**src/rtl/riscv_mem_pkg.sv**
```systemverilog
// Shared types and constants for the data-memory responder.
package riscv_mem_pkg;

    localparam int MAX_LATENCY = 15;
    localparam int CNT_W       = 4;

    typedef enum logic [1:0] {
        SZ_B = 2'd0,
        SZ_H = 2'd1,
        SZ_W = 2'd2,
        SZ_D = 2'd3
    } size_e;

    typedef enum logic [1:0] {
        IDLE = 2'd0,
        WAIT = 2'd1,
        RESP = 2'd2
    } state_e;

    // An access is misaligned when the low address bits below its natural size are non-zero.
    function automatic logic is_misaligned(input logic [2:0] offset, input logic [1:0] size);
        logic mis;
        case (size)
            SZ_B:    mis = 1'b0;
            SZ_H:    mis = (offset[0] != 1'b0);
            SZ_W:    mis = (offset[1:0] != 2'b00);
            default: mis = (offset != 3'b000);
        endcase
        return mis;
    endfunction

endpackage

```
**src/rtl/mem_lane_align.sv**
```systemverilog
// Little-endian lane handling: load extraction/extension, store byte enables and data shift.
module mem_lane_align
    import riscv_mem_pkg::*;
(
    input  logic [1:0]  size,
    input  logic        is_unsigned,
    input  logic [2:0]  offset,
    input  logic [63:0] rword,
    input  logic [63:0] wdata,
    output logic [63:0] load_data,
    output logic [7:0]  byte_en,
    output logic [63:0] store_data
);

    logic [5:0]  bit_off_s;
    logic [63:0] shifted_s;

    assign bit_off_s = {offset, 3'b000};

    // Shift the addressed lanes down for loads and the store data up into place, then size-mask.
    always_comb begin
        shifted_s  = rword >> bit_off_s;
        store_data = wdata << bit_off_s;
        load_data  = 64'd0;
        byte_en    = 8'h00;
        case (size)
            SZ_B: begin
                load_data = is_unsigned ? {56'd0, shifted_s[7:0]}
                                        : {{56{shifted_s[7]}}, shifted_s[7:0]};
                byte_en   = 8'h01 << offset;
            end
            SZ_H: begin
                load_data = is_unsigned ? {48'd0, shifted_s[15:0]}
                                        : {{48{shifted_s[15]}}, shifted_s[15:0]};
                byte_en   = 8'h03 << offset;
            end
            SZ_W: begin
                load_data = is_unsigned ? {32'd0, shifted_s[31:0]}
                                        : {{32{shifted_s[31]}}, shifted_s[31:0]};
                byte_en   = 8'h0F << offset;
            end
            default: begin
                // Full doubleword: extension mode is irrelevant.
                load_data = shifted_s;
                byte_en   = 8'hFF << offset;
            end
        endcase
    end

endmodule

```
**src/rtl/dmem_responder.sv**
```systemverilog
// Fixed-latency data-memory responder with a doubleword storage array.
module dmem_responder
    import riscv_mem_pkg::*;
#(
    parameter int DEPTH   = 32,
    parameter int LATENCY = 2
) (
    input  logic        clock,
    input  logic        reset,
    input  logic        req_valid,
    output logic        req_ready,
    input  logic        req_wr,
    input  logic [1:0]  req_size,
    input  logic        req_unsigned,
    input  logic [63:0] req_addr,
    input  logic [63:0] req_wdata,
    output logic        rsp_valid,
    input  logic        rsp_ready,
    output logic [63:0] rsp_rdata,
    output logic        rsp_err
);

    localparam int IDX_W  = (DEPTH > 1) ? $clog2(DEPTH) : 1;
    localparam bit DIRECT = (LATENCY == 1);

    state_e             state_r;
    logic [CNT_W-1:0]   cnt_r;
    logic               cap_wr_r;
    logic [1:0]         cap_size_r;
    logic               cap_uns_r;
    logic [63:0]        cap_addr_r;
    logic [63:0]        cap_wdata_r;
    logic [63:0]        mem_r [DEPTH];

    logic               accept_s;
    logic               sel_wr_s;
    logic [1:0]         sel_size_s;
    logic               sel_uns_s;
    logic [63:0]        sel_addr_s;
    logic [63:0]        sel_wdata_s;
    logic               err_s;
    logic [IDX_W-1:0]   idx_s;
    logic [63:0]        rword_s;
    logic [63:0]        load_data_s;
    logic [7:0]         byte_en_s;
    logic [63:0]        store_data_s;
    logic [63:0]        resp_data_s;
    logic               enter_resp_s;
    logic               commit_s;

    assign accept_s = req_valid & req_ready;

    // With LATENCY=1 the access resolves on the acceptance edge, so use live inputs while idle.
    always_comb begin
        sel_wr_s    = cap_wr_r;
        sel_size_s  = cap_size_r;
        sel_uns_s   = cap_uns_r;
        sel_addr_s  = cap_addr_r;
        sel_wdata_s = cap_wdata_r;
        if (state_r == IDLE) begin
            sel_wr_s    = req_wr;
            sel_size_s  = req_size;
            sel_uns_s   = req_unsigned;
            sel_addr_s  = req_addr;
            sel_wdata_s = req_wdata;
        end else begin
            sel_wr_s    = cap_wr_r;
        end
    end

    assign err_s = (sel_addr_s[63:3] >= 61'(DEPTH)) | is_misaligned(sel_addr_s[2:0], sel_size_s);
    assign idx_s = sel_addr_s[IDX_W+2:3];

    // Read the addressed doubleword; errored accesses never touch the array.
    always_comb begin
        rword_s = 64'd0;
        if (!err_s) begin
            rword_s = mem_r[idx_s];
        end else begin
            rword_s = 64'd0;
        end
    end

    mem_lane_align u_align (
        .size        (sel_size_s),
        .is_unsigned (sel_uns_s),
        .offset      (sel_addr_s[2:0]),
        .rword       (rword_s),
        .wdata       (sel_wdata_s),
        .load_data   (load_data_s),
        .byte_en     (byte_en_s),
        .store_data  (store_data_s)
    );

    assign resp_data_s  = (err_s | sel_wr_s) ? 64'd0 : load_data_s;
    assign enter_resp_s = (DIRECT && (state_r == IDLE) && accept_s) ||
                          ((state_r == WAIT) && (cnt_r == 4'd0));
    assign commit_s     = enter_resp_s & sel_wr_s & ~err_s;

    // Commit enabled store bytes on the edge entering RESP; storage is deliberately not reset.
    always_ff @(posedge clock) begin
        if (commit_s) begin
            for (int b = 0; b < 8; b++) begin
                if (byte_en_s[b]) begin
                    mem_r[idx_s][8*b +: 8] <= store_data_s[8*b +: 8];
                end
            end
        end
    end

    // Transaction FSM with registered handshake and response outputs.
    always_ff @(posedge clock or negedge reset) begin
        if (!reset) begin
            state_r     <= IDLE;
            cnt_r       <= 4'd0;
            req_ready   <= 1'b1;
            rsp_valid   <= 1'b0;
            rsp_rdata   <= 64'd0;
            rsp_err     <= 1'b0;
            cap_wr_r    <= 1'b0;
            cap_size_r  <= 2'd0;
            cap_uns_r   <= 1'b0;
            cap_addr_r  <= 64'd0;
            cap_wdata_r <= 64'd0;
        end else begin
            case (state_r)
                IDLE: begin
                    if (accept_s) begin
                        cap_wr_r    <= req_wr;
                        cap_size_r  <= req_size;
                        cap_uns_r   <= req_unsigned;
                        cap_addr_r  <= req_addr;
                        cap_wdata_r <= req_wdata;
                        req_ready   <= 1'b0;
                        if (DIRECT) begin
                            state_r   <= RESP;
                            rsp_valid <= 1'b1;
                            rsp_rdata <= resp_data_s;
                            rsp_err   <= err_s;
                        end else begin
                            state_r <= WAIT;
                            cnt_r   <= 4'(LATENCY - 2);
                        end
                    end
                end
                WAIT: begin
                    if (cnt_r == 4'd0) begin
                        state_r   <= RESP;
                        rsp_valid <= 1'b1;
                        rsp_rdata <= resp_data_s;
                        rsp_err   <= err_s;
                    end else begin
                        cnt_r <= cnt_r - 4'd1;
                    end
                end
                RESP: begin
                    // req_ready only rises after the handshake edge, never on it.
                    if (rsp_ready) begin
                        state_r   <= IDLE;
                        req_ready <= 1'b1;
                        rsp_valid <= 1'b0;
                        rsp_rdata <= 64'd0;
                        rsp_err   <= 1'b0;
                    end
                end
                default: begin
                    state_r   <= IDLE;
                    cnt_r     <= 4'd0;
                    req_ready <= 1'b1;
                    rsp_valid <= 1'b0;
                    rsp_rdata <= 64'd0;
                    rsp_err   <= 1'b0;
                end
            endcase
        end
    end

endmodule
```
**config.mk**
```make
export PLATFORM = sky130hd
export DESIGN_NAME = dmem_responder
export DESIGN_NICKNAME = d
export VERILOG_FILES = /design/src/rtl/riscv_mem_pkg.sv /design/src/rtl/mem_lane_align.sv /design/src/rtl/dmem_responder.sv
export SDC_FILE = /design/constraint.sdc
export NUM_CORES = 2
export LEC_CHECK = 0
export ABC_CLOCK_PERIOD_IN_PS = 8900
export CAP_MARGIN = 30
export CORE_MARGIN = 4
export CORE_UTILIZATION = 28
export CTS_CLUSTER_SIZE = 10
export DETAILED_ROUTE_END_ITERATION = 8
export GPL_ROUTABILITY_DRIVEN = 0
export SLEW_MARGIN = 20
export SYNTH_ARGS = -nofsm -noshare
export SYNTH_HDL_FRONTEND = slang
export SYNTH_SLANG_ARGS = --single-unit
```
**constraint.sdc**
```tcl
create_clock -name clock -period 8.9 [get_ports clock]
set_input_delay 1.78 -clock clock [delete_from_list [all_inputs] [get_ports clock]]
set_output_delay 1.78 -clock clock [all_outputs]
set_load 0.05 [all_outputs]
```
==> impl_results.md <==
* Clock skew at a little under 0.09 ns
* Peak VDD IR at 242 µV
* Mapped Avg Cell Area at roughly 15 µm²
* Worst path required time at approximately 9.7 ns
* Crit path time final at 6.20 ns
* P_leak at 32.7 nW
* Hold Fails Final Rpt at 0
* Clock root buffer: clkbuf_16
* Most common cell in the netlist: edfxtp_1
* RSZ-0062 raised after global routing: false
* CP most frequent cell: nand4_1
* Hold buffer count at cts at 0
* HP Start: cap_addr_r[40]$_DFFE_PN0P_
* Vias post-DR at roughly 57000
* Share of cells above drive strength 1 at 10.3%
* R2R Path Start: state_r[0]$_DFFE_PN0P_
* Share of the synthesized area in the top cell type at a little over two thirds
* # clock sinks at about 2300
* WL per Instance at approximately 27 µm
* Layout Nets at 6356
* Core box area at just over 300000 µm²
* Number of global-route vias before repair at 54500
* Seq/Total Area, Yosys at between 70 and 80%
* Ys async rst share at ~9.1%
* Yosys warns at 0
* CP startpoint: req_addr[3]
* Clock Latency Late Sink at just over 0.9 ns
* IO Count at about 200
* TritonCTS clock tree: yes
* Slew headroom at between 20% and 30%
* Delay-heaviest family, CP: simple AND/OR/NAND/NOR gates
* Synthesis-to-finish area growth at 17.3%
* Row count at 204
* Crit path capture type: register
* Critical path buffers and inverters at 2
* Maxcap violations at 0
* Die Wd at 565 µm
* Full die area at ~320000 µm²
* Ys flop type: edfxtp_1
* Die Ht at about 560 µm
* Power Density at ~230 nW/µm²
* Max FO, Critical Path at 74
* TritonRoute pass-1 iters at 6
* DRT antenna net count at 0
* Post-cts resize count at 0
* Power after layout at 23.6 mW
* Gr usage total at between 10% and 20%
* Worst Setup Start Kind: primary input
* Initial Utilization at between 20 and 30%
* Clock-pin slew on the worst setup and hold paths at 0.06 ns
* Min Hold Slack at 0.467 ns
* Slew Viols, Final at 0
* Synth cell types at between 60 and 70
* PortBufs at ~200
* Slowest-stage cell, CP: nor4_1
* Htree depth at 5
* Critical path type: in -> reg
* Gate Count Post-Synth at approximately 6000
* Synth top area cells: edfxtp_1 (71%), o22ai_1 (7.7%), dfrtp_1 (5.9%), nand2_1 (2.5%), o21ai_0 (2.5%)
* First-pass GRT wire length at 395 mm
* Final setup viols at 0
* Initial antenna violation count at 19
* Setup tns final at 0 ns
* Largest net degree at the start of global routing at 160
* Mapped Area at a little under 90000 µm²
* Fmax at roughly 0.16 GHz
* Initial detailed-routing violation count at around 8000
* Area leader, netlist: edfxtp_1
* Post-synth top cells: edfxtp_1 (2048), o22ai_1 (1072), nand2_1 (575), o21ai_0 (429), nor2_1 (399)
* Setup Fix Bufs, Post-CTS at 0
* Synth Register Bits at about 2300
* Crit path arrival time at approximately 7.0 ns
* Status: completed
* CP max stage delay at 0.95 ns
* Grt total ovfl at 0
* Hold Crit Class: reg -> reg
* Max clock buf depth at 4
* Period utilization at a little over two thirds
* DR vias/cell at around 5.5
* Worst path cell trace: clkdlybuf4s50_1, nand2b_1, mux2_8, buf_4, o22ai_1, o21ai_1, nand4_1, nor4_1, nor3_1, o32ai_2, nand4_1, nand3_1
* Total CTS buffers at between 200 and 300
* Measured slew at the worst slew-check pin at about 1.1 ns
* Placed wire-length estimate at ~180 mm
* Syn Nets at around 6100
* Number of remaining DRC errors at 0
* Number of synthesized flops with an enable pin at between 2000 and 2500
* Drt total wl at roughly 280 mm
sequential cells by signal, summed over array words and instances (netlist names), 2 cells and up:
| register | cells |
|---|---|
| cap_addr_r | 64 |
| cap_size_r | 2 |
| cap_wdata_r | 64 |
| cnt_r | 4 |
| mem_r | 2048 |
| rsp_rdata | 64 |
| state_r | 2 |
power by group:
group	leakage, nW	internal [mW]	switching, mW	total [mW]
registers	21.3	11.9	0.158	12.0
logic	7.67	0.534	1.26	1.80
clock network	3.66	5.78	3.97	9.74
total	32.7	18.2	5.39	23.6
cells by family after synthesis:
group           Yosys count  share of synthesized area (%)
flops                  2253                           76.7
fa+ha+maj                 1                         0.0144
simple gates           1256                           6.17
buf+inv                 442                           2.37
mux                     137                           1.68
compound gates         1899                           13.1
final cells by class:
| cell class | instances | area (µm²) |
|---|---|---|
| timing repair buffer | 387 | 3810 |
| tap | 4120 | 5150 |
| inverter | 6 | 22.5 |
| clock inverter | 11 | 153 |
| multi-input combinational | 3293 | 18700 |
| clock buffer | 332 | 7340 |
| fill | 29600 | 207000 |
| sequential | 2253 | 66600 |
| antenna | 16 | 40.0 |
per-layer routing:
metal / GRT usage [%] / share of wire (%) / vias to the layer above / wire length, µm
met5: 0 / 0.041 / - / 115
met4: 7.45 / 4.7 / 18 / 13200
met3: 4.31 / 12 / 617 / 33000
met2: 25.9 / 45 / 3423 / 128000
met1: 22.6 / 38 / 28800 / 107000
li1: - / - / 24100 / -
through the flow:
stage	cells	area, µm²	setup WS [ns]	util, %
final	10400	102000	2.70	33.0
after CTS	10400	102000	2.94	32.9
after floorplan	5988	86900	4.05	-
after global placement	10000	94000	1.16	30.4
after detailed placement	10100	94200	1.97	30.5
after global routing	10400	102000	2.67	33.0
tightest hold or removal path: stages, from the launching register on:
cell	delay, ns
dfrtp_1	0.33
nand2_1	0.05
nand2_1	0.06
path summary, 6_finish.rpt:
| check | to | slack, ns | cells past startpoint |
|---|---|---|---|
| max in group asynchronous | rsp_rdata[43]$_DFFE_PN0P_ | 6.98 | 3 |
| setup reg to reg | mem_r[9][14]$_DFFE_PP_ | 3.08 | 13 |
| hold reg to reg | cap_addr_r[40]$_DFFE_PN0P_ | 0.47 | 2 |
| hold / removal | cap_addr_r[40]$_DFFE_PN0P_ | 0.47 | 2 |
| min in group asynchronous | cap_wdata_r[29]$_DFFE_PN0P_ | 0.80 | 1 |
| setup / recovery | rsp_rdata[25]$_DFFE_PN0P_ | 2.70 | 12 |
cell usage in the layout, fill, tap and decap left out, types with 17 or more instances in the layout:
master / netlist / routed
nand2_1: 575 / 573
o21ai_1: 144 / 144
nor3_1: 40 / 39
nor4_1: 22 / 22
a22o_1: 22 / 22
edfxtp_1: 2048 / 2048
nor2_1: 399 / 366
clkbuf_16: 0 / 285
o22ai_1: 1072 / 1057
mux2i_1: 77 / 69
nand3_1: 37 / 36
clkbuf_1: 197 / 44
mux2_2: 50 / 50
nor2_2: 2 / 27
a21oi_1: 119 / 103
clkdlybuf4s50_1: 0 / 200
buf_4: 16 / 156
a32o_1: 17 / 17
dfrtp_1: 204 / 203
o21ai_0: 429 / 427
nand4_1: 137 / 137
a211oi_1: 22 / 22
(Power assumes the default switching activity.)
